### config.mk
export PLATFORM = sky130hd
export DESIGN_NAME = ex_unit
export DESIGN_NICKNAME = d
export VERILOG_FILES = /design/src/rtl/ex_unit_pkg.sv /design/src/rtl/ex_unit_shifter.sv /design/src/rtl/ex_unit.sv
export SDC_FILE = /design/constraint.sdc
export NUM_CORES = 1
export LEC_CHECK = 0
export CAP_MARGIN = 20
export CORE_MARGIN = 5
export CORE_UTILIZATION = 47
export CTS_CLUSTER_DIAMETER = 60
export DETAILED_ROUTE_END_ITERATION = 10
export GPL_TIMING_DRIVEN = 0
export PLACE_DENSITY_LB_ADDON = 0.12
export SLEW_MARGIN = 20
export SYNTH_ARGS = -nofsm -noshare
export SYNTH_HDL_FRONTEND = slang
export SYNTH_SLANG_ARGS = --single-unit
### constraint.sdc
create_clock -name clk_i -period 7.25 [get_ports clk_i]
set_input_delay 1.45 -clock clk_i [delete_from_list [all_inputs] [get_ports clk_i]]
set_output_delay 1.45 -clock clk_i [all_outputs]
set_load 0.005 [all_outputs]
### src/rtl/ex_unit_pkg.sv
// Shared codes for the execute stage: zones, ALU opcodes, compare funct3 and exception causes.
package ex_unit_pkg;

  typedef enum logic [1:0] {
    ZONE_NONE    = 2'd0,
    ZONE_REGFILE = 2'd1,
    ZONE_LOADQ   = 2'd2,
    ZONE_STOREQ  = 2'd3
  } zone_e;

  typedef enum logic [3:0] {
    ALU_ADD   = 4'd0,
    ALU_SUB   = 4'd1,
    ALU_AND   = 4'd2,
    ALU_OR    = 4'd3,
    ALU_XOR   = 4'd4,
    ALU_SLT   = 4'd5,
    ALU_SLTU  = 4'd6,
    ALU_PASSR = 4'd7,
    ALU_SLL   = 4'd8,
    ALU_SRL   = 4'd9,
    ALU_SRA   = 4'd10
  } alu_op_e;

  typedef enum logic [2:0] {
    F3_EQ  = 3'b000,
    F3_NE  = 3'b001,
    F3_LT  = 3'b100,
    F3_GE  = 3'b101,
    F3_LTU = 3'b110,
    F3_GEU = 3'b111
  } cmp_f3_e;

  localparam logic [3:0] EXC_JUMP_MISALIGN = 4'd0;

  typedef enum logic {SH_IDLE, SH_SHIFT} sh_state_e;

  function automatic logic is_shift(input logic [3:0] op);
    return (op == ALU_SLL) || (op == ALU_SRL) || (op == ALU_SRA);
  endfunction

endpackage

### src/rtl/ex_unit_shifter.sv
// Iterative shifter: moves up to C_SHIFT_STEP bit positions per enabled cycle.
module ex_shifter
  import ex_unit_pkg::*;
#(
  parameter int C_XLEN       = 32,
  parameter int C_SHIFT_STEP = 4
) (
  input  logic                       clk_i,
  input  logic                       resetb_i,
  input  logic                       en_i,
  input  logic                       start_i,
  input  logic [3:0]                 op_i,
  input  logic [$clog2(C_XLEN)-1:0]  amount_i,
  input  logic [C_XLEN-1:0]          data_i,
  output logic                       busy_o,
  output logic [C_XLEN-1:0]          result_o
);
  localparam int SHW = $clog2(C_XLEN);
  // One extra bit so a step equal to C_XLEN is still representable.
  localparam logic [SHW:0] STEP = (SHW+1)'(C_SHIFT_STEP);

  sh_state_e          state_q, state_d;
  logic [SHW-1:0]     rem_q, rem_d;
  logic [C_XLEN-1:0]  data_q, data_d;
  logic [3:0]         op_q, op_d;
  logic [SHW:0]       step_amt;
  logic [C_XLEN-1:0]  shifted;

  assign step_amt = ({1'b0, rem_q} > STEP) ? STEP : {1'b0, rem_q};

  // One partial shift of the held operand.
  always_comb begin
    case (op_q)
      ALU_SLL: shifted = data_q << step_amt;
      ALU_SRA: shifted = $signed(data_q) >>> step_amt;
      default: shifted = data_q >> step_amt;
    endcase
  end

  // Next-state: load on start, step until nothing remains.
  always_comb begin
    state_d = state_q;
    rem_d   = rem_q;
    data_d  = data_q;
    op_d    = op_q;
    case (state_q)
      SH_IDLE: begin
        if (start_i) begin
          data_d = data_i;
          op_d   = op_i;
          rem_d  = amount_i;
          if (amount_i != '0) state_d = SH_SHIFT;
        end
      end
      SH_SHIFT: begin
        data_d = shifted;
        rem_d  = rem_q - step_amt[SHW-1:0];
        if (rem_d == '0) state_d = SH_IDLE;
      end
      default: state_d = SH_IDLE;
    endcase
  end

  // Control state; frozen while the global enable is low.
  always_ff @(posedge clk_i) begin
    if (!resetb_i) begin
      state_q <= SH_IDLE;
      rem_q   <= '0;
    end else if (en_i) begin
      state_q <= state_d;
      rem_q   <= rem_d;
    end
  end

  // Datapath holding registers, no reset needed.
  always_ff @(posedge clk_i) begin
    if (en_i) begin
      data_q <= data_d;
      op_q   <= op_d;
    end
  end

  assign busy_o   = (state_q == SH_SHIFT);
  assign result_o = data_q;

endmodule

### src/rtl/ex_unit.sv
// Execute stage: one-slot ALU/compare/branch unit with iterative shifter and LSQ dispatch.
module ex_unit
  import ex_unit_pkg::*;
#(
  parameter int C_XLEN       = 32,
  parameter int C_COMPRESSED = 0,
  parameter int C_SHIFT_STEP = 4
) (
  input  logic              clk_i,
  input  logic              resetb_i,
  input  logic              clk_en_i,
  input  logic              ids_valid_i,
  output logic              ids_stall_o,
  input  logic              ids_jump_i,
  input  logic              ids_cond_i,
  input  logic              ids_link_i,
  input  logic              ids_ins_size_i,
  input  logic [1:0]        ids_zone_i,
  input  logic [3:0]        ids_alu_op_i,
  input  logic [2:0]        ids_funct3_i,
  input  logic [C_XLEN-1:0] ids_pc_i,
  input  logic [C_XLEN-1:0] ids_operand_left_i,
  input  logic [C_XLEN-1:0] ids_operand_right_i,
  input  logic [C_XLEN-1:0] ids_regs1_data_i,
  input  logic [C_XLEN-1:0] ids_regs2_data_i,
  input  logic [4:0]        ids_regd_addr_i,
  output logic              ids_regd_wr_o,
  output logic [4:0]        ids_regd_addr_o,
  output logic [C_XLEN-1:0] ids_regd_data_o,
  output logic              hvec_jump_o,
  output logic [C_XLEN-1:0] hvec_jump_addr_o,
  output logic              hvec_exc_o,
  output logic [3:0]        hvec_exc_cause_o,
  input  logic              lsq_lq_full_i,
  input  logic              lsq_sq_full_i,
  output logic              lsq_lq_wr_o,
  output logic              lsq_sq_wr_o,
  output logic [2:0]        lsq_funct3_o,
  output logic [4:0]        lsq_regd_addr_o,
  output logic [C_XLEN-1:0] lsq_regs2_data_o,
  output logic [C_XLEN-1:0] lsq_addr_o
);
  localparam int SHW = $clog2(C_XLEN);

  logic              valid_q, jump_q, cond_q, link_q, size_q, cmp_q, shf_q;
  logic [1:0]        zone_q;
  logic [2:0]        funct3_q;
  logic [4:0]        rd_q;
  logic [C_XLEN-1:0] pc_q, res_q, rs2_q;
  logic [C_XLEN-1:0] res_d;
  logic              cmp_d;
  logic [SHW-1:0]    shamt;
  logic              cap, sh_start, sh_busy;
  logic [C_XLEN-1:0] sh_res, result, target;
  logic              ready, commit, take, exc;

  assign shamt = ids_operand_right_i[SHW-1:0];

  // Single-cycle ALU; shift ops yield the unshifted operand, correct for amount 0.
  always_comb begin
    res_d = '0;
    case (ids_alu_op_i)
      ALU_ADD:   res_d = ids_operand_left_i + ids_operand_right_i;
      ALU_SUB:   res_d = ids_operand_left_i - ids_operand_right_i;
      ALU_AND:   res_d = ids_operand_left_i & ids_operand_right_i;
      ALU_OR:    res_d = ids_operand_left_i | ids_operand_right_i;
      ALU_XOR:   res_d = ids_operand_left_i ^ ids_operand_right_i;
      ALU_SLT:   res_d = {{(C_XLEN-1){1'b0}},
                          ($signed(ids_operand_left_i) < $signed(ids_operand_right_i))};
      ALU_SLTU:  res_d = {{(C_XLEN-1){1'b0}}, (ids_operand_left_i < ids_operand_right_i)};
      ALU_PASSR: res_d = ids_operand_right_i;
      ALU_SLL, ALU_SRL, ALU_SRA: res_d = ids_operand_left_i;
      default:   res_d = '0;
    endcase
  end

  // Branch condition on the register operands.
  always_comb begin
    cmp_d = 1'b0;
    case (ids_funct3_i)
      F3_EQ:   cmp_d = (ids_regs1_data_i == ids_regs2_data_i);
      F3_NE:   cmp_d = (ids_regs1_data_i != ids_regs2_data_i);
      F3_LT:   cmp_d = ($signed(ids_regs1_data_i) <  $signed(ids_regs2_data_i));
      F3_GE:   cmp_d = ($signed(ids_regs1_data_i) >= $signed(ids_regs2_data_i));
      F3_LTU:  cmp_d = (ids_regs1_data_i <  ids_regs2_data_i);
      F3_GEU:  cmp_d = (ids_regs1_data_i >= ids_regs2_data_i);
      default: cmp_d = 1'b0;
    endcase
  end

  assign cap      = clk_en_i & ~ids_stall_o;
  assign sh_start = cap & ids_valid_i & is_shift(ids_alu_op_i) & (shamt != '0);

  // Slot occupancy; a capture with no valid input empties the slot.
  always_ff @(posedge clk_i) begin
    if (!resetb_i) valid_q <= 1'b0;
    else if (cap)  valid_q <= ids_valid_i;
  end

  // Captured instruction fields and the precomputed non-shift result.
  always_ff @(posedge clk_i) begin
    if (cap) begin
      jump_q   <= ids_jump_i;
      cond_q   <= ids_cond_i;
      link_q   <= ids_link_i;
      size_q   <= (C_COMPRESSED != 0) ? ids_ins_size_i : 1'b1;
      zone_q   <= ids_zone_i;
      funct3_q <= ids_funct3_i;
      rd_q     <= ids_regd_addr_i;
      pc_q     <= ids_pc_i;
      rs2_q    <= ids_regs2_data_i;
      res_q    <= res_d;
      cmp_q    <= cmp_d;
      shf_q    <= is_shift(ids_alu_op_i) & (shamt != '0);
    end
  end

  ex_shifter #(
    .C_XLEN       (C_XLEN),
    .C_SHIFT_STEP (C_SHIFT_STEP)
  ) u_shifter (
    .clk_i    (clk_i),
    .resetb_i (resetb_i),
    .en_i     (clk_en_i),
    .start_i  (sh_start),
    .op_i     (ids_alu_op_i),
    .amount_i (shamt),
    .data_i   (ids_operand_left_i),
    .busy_o   (sh_busy),
    .result_o (sh_res)
  );

  assign ready = ~sh_busy
               & ~((zone_q == ZONE_LOADQ)  & lsq_lq_full_i)
               & ~((zone_q == ZONE_STOREQ) & lsq_sq_full_i);

  assign ids_stall_o = valid_q & ~ready;

  // Nothing retires while reset is asserted, so strobes are quiet that cycle.
  assign commit = clk_en_i & resetb_i & valid_q & ready;
  assign take   = commit & (~cond_q | cmp_q);

  assign result = shf_q ? sh_res : res_q;
  assign target = {result[C_XLEN-1:1], 1'b0};
  assign exc    = take & jump_q & (C_COMPRESSED == 0) & target[1];

  assign ids_regd_wr_o    = take & (zone_q == ZONE_REGFILE) & (rd_q != 5'd0) & ~exc;
  assign ids_regd_addr_o  = rd_q;
  assign ids_regd_data_o  = link_q ? (pc_q + (size_q ? C_XLEN'(4) : C_XLEN'(2))) : result;

  assign hvec_jump_o      = take & jump_q & ~exc;
  assign hvec_jump_addr_o = target;
  assign hvec_exc_o       = exc;
  assign hvec_exc_cause_o = EXC_JUMP_MISALIGN;

  assign lsq_lq_wr_o      = take & (zone_q == ZONE_LOADQ);
  assign lsq_sq_wr_o      = take & (zone_q == ZONE_STOREQ);
  assign lsq_funct3_o     = funct3_q;
  assign lsq_regd_addr_o  = rd_q;
  assign lsq_regs2_data_o = rs2_q;
  assign lsq_addr_o       = result;

endmodule

==> key figures, run 1 <==
Detailed routing
  – DRT Pass-1 Iters: 6
  – Drt wl/cell: 24.6 um
  – Number of remaining DRC errors: 0
  – Met2 routed WL: 28600 um
  – Total number of vias: 15500
  – Antenna viol nets, final: 0
  – Post-Route M1 WL: 24100 um
  – Routed met3 length: 6240 um
  – Highest Signal Layer: met4
  – Routed vias/inst: 6.25
  – WL final: 61100 um
  – Detailed router's first-iteration violation count: 1883

Power
  – Worst VDD drop: 166 uV
  – PwrDens: 152 nW/um^2
  – Final Power: 2.97 mW
  – Leakage power: 7.72 nW

Synthesis
  – Yosys reg bits: 154
  – Synth async-reset ratio: 0
  – Ys flop type: edfxtp_1
  – Post-Synthesis Cells: 1710
  – Netlist cell types: 88
  – Ys Warns: 0
  – Commonest cells in the netlist: nor2_1 (166), edfxtp_1 (147), a21oi_1 (138)
  – EDFF count, synth: 147
  – Sequential-to-total area share from yosys stat: 0.301
  – Average size of a mapped cell: 8.86 sq um
  – Synth top area cells: edfxtp_1 (29%), ha_1 (11%), mux4_2 (5.8%), a21oi_1 (4.6%), nor2_1 (4.1%)
  – Cell area after synthesis: 15200 sq um
  – Area share of the largest cell type after synthesis: 0.291
  – Synth area leader: edfxtp_1
  – Top-count cell post-synth: nor2_1

Clock network
  – Clk buf depth: 2
  – Post-cts hold buffer count: 0
  – Worst-skew pair later-pin latency: 0.44 ns
  – CTS tree: yes
  – H-tree levels: 4
  – Post-CTS resize count: 0
  – Root Driver: clkbuf_16
  – # Post-CTS Setup Buffers: 0
  – CTS sink count: 154
  – Reg clk slew, reported paths: 0.07 ns
  – CTS Buf Count: 17

Critical path
  – Worst path most repeated cell: clkdlybuf4s50_1
  – Largest stage delay, worst path: 0.58 ns
  – Critical-path maximum fanout: 5
  – CP required: 5.80 ns
  – Critical path startpoint category: primary input
  – CP endpoint kind: output pin
  – Crit-path slowest cell: clkdlybuf4s50_1
  – Kind of critical path: in2out
  – CP Cell Sequence: clkdlybuf4s50_1, mux2_2, a21oi_1, nor3b_1, nand2_1, a2111oi_0, clkdlybuf4s50_1
  – R2R Setup Slk: 3.89 ns
  – Critical Path AT: 3.64 ns
  – Worst r2r path cells: 11

Worst hold path
  – Hold depth: 2
  – Worst Hold Class: reg2reg

Timing
  – Fin Setup TNS: 0 ns
  – Final Hold Viols: 0
  – Final min period: 5.09 ns
  – Final setup skew: 0.0152 ns
  – Rel. slew slack: 0.290
  – Hold WS: 0.514 ns
  – Max Slew Vio Count: 0
  – RSZ-0062 raised after global routing: no
  – Worst slew pin tran: 1.06 ns
  – Fmax achieved: 196 MHz
  – Crit share post-route: 0.702
  – Setup Viol. Count Final: 0

Finish
  – # nets final: 2378
  – Final Cell Area: 19600 sq um
  – Area growth, synth to finish: 29.2%
  – Share of layout cells above drive strength 1: 0.0983
  – Layout filler cell count: 2771

Floorplanning
  – Ports placed on the boundary: 335
  – Area of the die: 35900 sq um
  – Core Area: 31700 sq um
  – Initial Util: 0.478
  – # rows: 65
  – Die X: 190 um
  – Die Ht: 190 um

Place
  – DP HPWL: 47800 um
  – Port bufs: 328
  – Final RePlAce weighted congestion: 1.00
  – Cell area after placement: 19000 sq um

Global routing
  – Gr usage total: 0.326
  – First-pass GRT wire length: 90500 um
  – Pin count of the biggest net entering global routing: 83
  – Remaining global-route overflow: 0
  – Initial antenna violation count: 2
  – Number of global-route vias before repair: 15000

Status
  – Status: complete, no violations

Run
  – Max-cap violations: 0
==> power breakdown <==
part | total (mW) | leakage (nW) | switching [mW] | internal (mW)
sequential | 1.07 | 1.48 | 0.0327 | 1.04
combinational | 0.987 | 5.98 | 0.523 | 0.464
clock | 0.908 | 0.258 | 0.428 | 0.480
==> metal layers <==
layer | up-vias | GRT usage
met4 | 0 | 0.110
met1 | 7394 | 0.429
met3 | 146 | 0.0772
met5 | - | 0
met2 | 922 | 0.533
li1 | 7020 | -
==> critical path: cells and delay by family <==
| family | cells | cell delay (ns) |
|---|---|---|
| and+or+nand+nor | 2 | 0.50 |
| buffers and inverters | 2 | 0.97 |
| muxes | 1 | 0.26 |
| AOI/OAI and AO/OA | 2 | 0.46 |
==> kinds of logic (layout without fill, tap and decap cells) <==
family / Yosys count / after routing / synth area share
simple gates: 493 / 493 / 0.152
compound gates: 490 / 490 / 0.219
buf+inv: 284 / 645 / 0.0834
flops: 154 / 154 / 0.301
fa+ha+maj: 132 / 132 / 0.110
mux: 118 / 118 / 0.113
xor+xnor: 37 / 37 / 0.0214
other cells: 2 / 7 / 0.000496
==> flip-flops by register name, summed over array words and instances (netlist names) <==
register	count
u_shifter.busy_o	1
ids_regd_addr_o	5
lsq_regs2_data_o	32
shf_q	1
u_shifter.op_q	4
link_q	1
u_shifter.result_o	32
lsq_funct3_o	3
cond_q	1
valid_q	1
jump_q	1
zone_q	2
cmp_q	1
pc_q	32
res_q	32
u_shifter.rem_q	5
==> layout make-up <==
type	count	area (sq um)	area share
multi-input combinational	1276	9370	0.479
buffer	151	764	0.0391
clock inverter	14	135	0.00690
timing repair buffer	329	3310	0.169
antenna	1	2.50	0.000128
clock buffer	18	429	0.0219
tap	402	503	0.0257
inverter	133	504	0.0258
sequential	154	4550	0.233
==> stage by stage <==
step / util / cells / setup slack [ns]
2_1_floorplan: - / 1714 / 2.55
3_3_place_gp: 0.598 / 2444 / 1.06
5_1_grt: 0.617 / 2478 / 1.89
3_5_place_dp: 0.599 / 2445 / 1.91
4_1_cts: 0.617 / 2477 / 2.17
6_report: 0.617 / 2478 / 2.16
==> worst paths after layout <==
check,from,to
worst max-delay path,lsq_lq_full_i,ids_regd_wr_o
worst min-delay path,valid_q,valid_q
worst max register to register,u_shifter.rem_q[2],u_shifter.result_o[10]
worst min register to register,valid_q,valid_q
==> cells in the final DEF (no fill, tap or decap), types with 23 or more instances in the layout <==
cell             instances
nor2_1                 166
nand2_1                127
o21ai_0                 99
nor3_1                  32
clkbuf_1                82
clkdlybuf4s50_1        328
o211ai_1                24
mux2_2                  40
a21oi_1                138
nand3_1                 43
inv_1                  131
mux4_2                  39
mux2i_1                 39
edfxtp_1               147
buf_4                   43
nand4_1                 23
ha_1                   130
No activity file was read; power rests on OpenSTA's default activity.
==> run 2, diff against run 1 <==
clock period = 4.35 ns   (was 7.25 ns; I/O delays follow)
==> run 2 against run 1 <==
Final area is 0.23% higher. First-iteration DRC count increased by 11%. Die area did not move. Clock-buffer cell count unchanged. Critical endpoint is now res_q[0]. Largest power group unchanged.
==> key figures, run 2 (same netlist as run 1, synthesis figures left out) <==
Status
  – Status: complete, no violations

Clock network
  – Root Driver: clkbuf_16
  – CTS tree: yes
  – CTS sink count: 154 (unchanged)
  – Worst-skew pair later-pin latency: 0.44 ns (about the same)
  – Reg clk slew, reported paths: 0.07 ns (about the same)
  – Clk buf depth: 2 (unchanged)
  – H-tree levels: 4 (unchanged)
  – CTS Buf Count: 17 (unchanged)

Timing
  – Final Hold Viols: 0 (unchanged)
  – Max Slew Vio Count: 0 (unchanged)
  – Final min period: 4.26 ns
  – Fin Setup TNS: 0 ns (unchanged)
  – Rel. slew slack: 0.336 (+0.0467)
  – Worst slew pin tran: 0.987 ns (-0.0685 ns)
  – Setup Viol. Count Final: 0 (unchanged)
  – Crit share post-route: 0.978
  – Fmax achieved: 235 MHz
  – Worst setup margin: 0.0936 ns (-2.07 ns)
  – RSZ-0062 raised after global routing: yes
  – Final setup skew: 0.0147 ns (-0.000472 ns)

Floorplanning
  – Die Ht: 190 um (unchanged)
  – # rows: 65 (unchanged)
  – Area of the die: 35900 sq um (unchanged)
  – Die X: 190 um (unchanged)
  – Initial Util: 0.478 (unchanged)
  – Core Area: 31700 sq um (unchanged)
  – Ports placed on the boundary: 335 (unchanged)

Finish
  – Area growth, synth to finish: 29.5%
  – Layout Cells excl Fill: 2479 (+0.040%)
  – Most frequent cells in the layout: clkdlybuf4s50_1 (328), nor2_1 (165), edfxtp_1 (147), a21oi_1 (138), inv_1 (131)
  – # nets final: 2379 (+0.042%)
  – Commonest non-fill, non-tap cell in the layout: clkdlybuf4s50_1
  – Post-Route Utilization: 0.619 (+0.00142)
  – Share of layout cells above drive strength 1: 0.102 (+0.00381)
  – Layout filler cell count: 2767 (-0.14%)

Detailed routing
  – Drt wl/cell: 24.6 um (about the same)
  – WL final: 61100 um (about the same)
  – Antenna viol nets, final: 0 (unchanged)
  – Number of remaining DRC errors: 0 (unchanged)
  – Detailed router's first-iteration violation count: 2090 (+11%)
  – Total number of vias: 15500 (+0.25%)
  – Routed vias/inst: 6.26 (+0.21%)
  – DRT Pass-1 Iters: 6 (unchanged)

Power
  – Net Sw Frac: 0.331 (-0.000340)
  – Register share of total power: 0.361 (about the same)
  – Sw Pwr: 1.64 mW (+67%)
  – Combinational Power Share: 0.334 (about the same)
  – PwrDens: 252 nW/um^2 (+66%)
  – Leakage power: 7.73 nW (+0.16%)
  – P_int: 3.31 mW (+67%)
  – Worst VDD drop: 277 uV (+67%)
  – Clock share of power: 0.305 (about the same)

Critical path
  – Critical-path maximum fanout: 6 (+1)
  – Critical path startpoint category: primary input
  – Worst r2r path cells: 11 (unchanged)
  – Critical Path AT: 4.44 ns (+0.80 ns)
  – CP endpoint kind: register
  – Crit-path slowest cell: clkdlybuf4s50_1
  – Worst path depth: 12 (+5)
  – CP bufs+invs: 2 (unchanged)
  – CP Cell Sequence: clkdlybuf4s50_1, inv_1, ha_1, or4_1, o21ba_1, nand2_1, a31oi_1, o221ai_2, a211oi_4, o31ai_4, nand4_1, a211o_1
  – Largest stage delay, worst path: 0.58 ns (about the same)
  – Top Family by Delay on Critical Path: compound AO/OA/AOI/OAI gates
  – Kind of critical path: in2reg
  – CP required: 4.53 ns (-1.27 ns)

Place
  – DP HPWL: 47800 um (unchanged)
  – Cells after DPL: 2445 (unchanged)
  – Pre-CTS WS: -0.408 ns (-2.32 ns)
  – Final RePlAce weighted congestion: 1.00 (unchanged)
  – Port bufs: 328 (unchanged)

Worst hold path
  – Worst Hold Class: reg2reg
  – Hold depth: 2 (unchanged)

Global routing
  – Gr usage total: 0.326 (about the same)
  – Remaining global-route overflow: 0 (unchanged)
  – Number of global-route vias before repair: 15000 (-0.013%)
  – Pin count of the biggest net entering global routing: 83 (unchanged)
  – First-pass GRT wire length: 90500 um (about the same)
  – Initial antenna violation count: 2 (unchanged)

Run
  – Max-cap violations: 0 (unchanged)
-- run 2: stage by stage --
stage | hold WS (ns) | area (sq um) | power [mW]
final | 0.517 | 19600 | 4.95
after global routing | 0.537 | 19600 | 5.16
after CTS | 0.516 | 19600 | 4.94
after detailed placement | 0.497 | 19000 | 3.43
after global placement | 0.472 | 19000 | 3.41
after floorplan | 0.458 | 15200 | 2.66
-- run 2: per-layer routing --
metal  vias up  part of all wire  track usage
met1      7472              0.39        0.429
met2       927              0.47        0.533
met5         -                 0            0
met4         0             0.032        0.110
met3       114              0.10       0.0772
li1       7007                 -            -
-- run 2: power by group through the flow --
stage          clock network, mW  logic, mW  registers (mW)
2_1_floorplan                  0      0.858            1.80
5_1_grt                     1.59       1.77            1.80
4_1_cts                     1.53       1.62            1.79
3_5_place_dp                   0       1.61            1.82
3_3_place_gp                   0       1.59            1.82
6_report                    1.51       1.65            1.79
-- run 2: timing repair --
action / in CTS / in global routing
hold buffers: 0 / 0
buffers inserted: 0 / 1
setup endpoints to repair: 1 / 19
gates resized for setup: 1 / 9
pin swaps: 0 / 1
hold endpoints to repair: 0 / 0
-- run 2: layout make-up --
type                       instances  area (sq um)  share of cell area
multi-input combinational       1276          9410               0.480
sequential                       154          4550               0.232
timing repair buffer             330          3320               0.169
buffer                           151           766              0.0390
inverter                         133           504              0.0257
tap                              402           503              0.0256
clock buffer                      18           429              0.0219
clock inverter                    14           135             0.00689
antenna                            1          2.50            0.000128
-- run 2: worst paths after layout --
check	startpoint	slack, ns	endpoint
worst max-delay path	ids_operand_left_i[6]	0.09	res_q[0]
worst min-delay path	valid_q	0.52	valid_q
worst max register to register	u_shifter.rem_q[2]	1.03	u_shifter.result_o[10]
worst min register to register	valid_q	0.52	valid_q
-- run 2: worst min-delay path, delay by kind of cell (launching register included) --
family / cells / cell delay (ns)
AO/OA/AOI/OAI: 1 / 0.07
flip-flops: 1 / 0.33
AND/OR/NAND/NOR: 1 / 0.07
==> run 3, diff against run 2 <==
==> constraint.sdc (replaced) <==
create_clock -name clk_i -period 4.35 [get_ports clk_i]
set_input_delay 0.87 -clock clk_i [delete_from_list [all_inputs] [get_ports clk_i]]
set_output_delay 0.87 -clock clk_i [all_outputs]
set_load 0.1 [all_outputs]
==> run 3 against run 2 <==
The run now ends with negative setup slack left. Maximum frequency decreased by 2.2%. First-iteration DRC count is 25% lower. Cell count up 0.16%. Critical path depth is 1 higher. Sequential share of layout area down 0.11 points. Clock skew grew 0.00055 ns. Non-clock buffer count is 2 higher. Sequential power about the same. Hold slack improved by 0.00087 ns. Register-to-register slack better by 0.02 ns. Critical path type unchanged. Largest power group is now combinational logic.
==> key figures, run 3 (same netlist as run 1, synthesis figures left out) <==
Timing
  – Final Hold Viols: 0 (unchanged)
  – Worst setup margin: -0.000759 ns (-0.0943 ns)
  – Setup Viol. Count Final: 1 (+1)
  – Final min period: 4.35 ns (+0.0943 ns)
  – Max Slew Vio Count: 0 (unchanged)
  – Fmax achieved: 230 MHz (-2.2%)
  – Rel. slew slack: 0.254 (-0.0826)
  – Crit share post-route: 1.00 (+0.0217)
  – Final setup skew: 0.0153 ns (+0.000548 ns)
  – Worst slew pin tran: 1.11 ns (+0.124 ns)
  – Hold WS: 0.518 ns (+0.000869 ns)
  – Fin Setup TNS: -0.000759 ns (-0.000759 ns)

Power
  – Net Sw Frac: 0.434 (+0.103)
  – PwrDens: 297 nW/um^2 (+18%)
  – Sw Pwr: 2.54 mW (+55%)
  – Combinational Power Share: 0.429 (+0.095)
  – Leakage power: 7.92 nW (+2.5%)
  – Register share of total power: 0.306 (-0.055)
  – P_int: 3.32 mW (+0.21%)
  – Clock share of power: 0.265 (-0.040)
  – Worst VDD drop: 289 uV (+4.3%)

Clock network
  – CTS tree: yes
  – Post-cts hold buffer count: 0 (unchanged)
  – Clk buf depth: 2 (unchanged)
  – Reg clk slew, reported paths: 0.07 ns (about the same)
  – CTS sink count: 154 (unchanged)
  – CTS Buf Count: 17 (unchanged)
  – H-tree levels: 4 (unchanged)
  – Worst-skew pair later-pin latency: 0.45 ns (about the same)
  – Root Driver: clkbuf_16

Worst hold path
  – Worst Hold Class: reg2reg
  – HP Start: valid_q

Critical path
  – Critical-path maximum fanout: 8 (+2)
  – Critical Path AT: 4.54 ns (+0.10 ns)
  – CP required: 4.54 ns (about the same)
  – Crit. Startpoint: ids_operand_right_i[2]
  – Critical path startpoint category: primary input
  – CP endpoint kind: register
  – Worst reg2reg path startpoint: u_shifter.rem_q[3]
  – Kind of critical path: in2reg

Detailed routing
  – Detailed router's first-iteration violation count: 1575 (-25%)
  – Antenna viol nets, final: 0 (unchanged)
  – Routed vias/inst: 6.27 (+0.17%)
  – Number of remaining DRC errors: 0 (unchanged)
  – DRT Pass-1 Iters: 6 (unchanged)
  – Total number of vias: 15600 (+0.33%)
  – WL final: 62600 um (+2.5%)
  – Drt wl/cell: 25.2 um (+2.4%)

Floorplanning
  – Core Area: 31700 sq um (unchanged)
  – Initial Util: 0.478 (unchanged)
  – Area of the die: 35900 sq um (unchanged)
  – Die X: 190 um (unchanged)
  – Ports placed on the boundary: 335 (unchanged)
  – Die Ht: 190 um (unchanged)
  – # rows: 65 (unchanged)

Run
  – Max-cap violations: 0 (unchanged)

Finish
  – Share of layout cells above drive strength 1: 0.110 (+0.00808)
  – Post-Route Utilization: 0.621 (+0.00288)
  – Area growth, synth to finish: 30.1%
  – Most frequent cells in the layout: clkdlybuf4s50_1 (293), nor2_1 (166), edfxtp_1 (147), a21oi_1 (138), ha_1 (129)
  – # nets final: 2381 (+0.084%)
  – Commonest non-fill, non-tap cell in the layout: clkdlybuf4s50_1
  – Layout filler cell count: 2777 (+0.36%)

Status
  – Failing checks: negative setup slack
  – Status: finished with violations

Global routing
  – Met1 usage: 0.432 (+0.00317)
  – Initial antenna violation count: 3 (+1)
  – GR peak layer: met2
  – Gr usage total: 0.333 (+0.00650)
  – Routing usage on met2: 0.541 (+0.00827)
  – Number of global-route vias before repair: 14900 (-0.33%)
  – Met3 Usage GRT: 0.0914 (+0.0141)
  – First-pass GRT wire length: 91400 um (+0.95%)
  – Remaining global-route overflow: 0 (unchanged)
  – Pin count of the biggest net entering global routing: 85 (+2.4%)

Place
  – DP HPWL: 48800 um (+2.1%)
  – Port bufs: 328 (unchanged)
  – Final RePlAce weighted congestion: 0.995 (-0.59%)
-- run 3: cell count changes in the layout (fill, tap and decap cells not counted), moves of 3 or more --
cell,before,now
inv_2,1,4
inv_1,131,128
clkdlybuf4s15_2,0,6
clkdlybuf4s50_1,328,293
clkinvlp_4,6,3
dlygate4sd2_1,0,10
dlymetal6s2s_1,0,15
-- run 3: per-layer routing --
layer	vias up	part of all wire
met4	2	0.033
met2	868	0.47
met1	7548	0.39
met5	-	0.00014
met3	138	0.10
li1	7015	-
-- run 3: layout make-up --
cell class,count,area [sq um],area share
plain buffers,151,766,0.0388
clock buffers,17,425,0.0216
flip-flops and latches,154,4550,0.231
well taps,402,503,0.0255
inverters,133,504,0.0256
clock inverters,15,160,0.00812
repair buffers,332,3350,0.170
diodes,3,7.51,0.000381
multi-input cells,1276,9440,0.479
-- run 3: path summary, 6_finish.rpt --
check                                end  slack [ns]  cells after the start
setup / recovery               res_q[30]     -0.0008                     13
hold / removal                   valid_q        0.52                      2
setup reg to reg  u_shifter.result_o[20]        1.05                     11
hold reg to reg                  valid_q        0.52                      2
-- run 3: critical path: stages --
cell	delay, ns
clkdlybuf4s50_1	0.54
inv_2	0.11
ha_1	0.29
buf_2	0.17
a21oi_1	0.13
o221a_2	0.31
a211o_1	0.38
o21ai_2	0.28
nand4_1	0.19
a31o_1	0.36
o41ai_1	0.33
o21ba_1	0.19
a31oi_1	0.37
-- run 3: timing repair --
| action | in CTS | in global routing |
|---|---|---|
| setup endpoints to repair | 27 | 28 |
| setup buffers | 0 | 3 |
| endpoints found under the hold margin | 0 | 0 |
| pin swaps | 0 | 4 |
| gates cloned | 0 | 0 |
| gates resized for setup | 39 | 39 |
-- run 3: power groups by stage --
stage / clock network, mW / registers [mW] / logic [mW]
after floorplan: 0 / 1.96 / 1.57
after global placement: 0 / 1.83 / 2.45
after detailed placement: 0 / 1.82 / 2.47
after CTS: 1.57 / 1.79 / 2.47
after global routing: 1.64 / 1.80 / 2.63
final: 1.55 / 1.80 / 2.51
-- run 3: per-stage QoR --
stage	power (mW)	setup slack, ns	std cells	area, sq um
after floorplan	3.53	0.147	1714	15200
after global placement	4.28	-1.33	2444	19000
after detailed placement	4.30	-0.555	2445	19000
after CTS	5.83	0.00444	2477	19600
after global routing	6.07	-0.00666	2481	19700
final	5.86	-0.000759	2483	19700
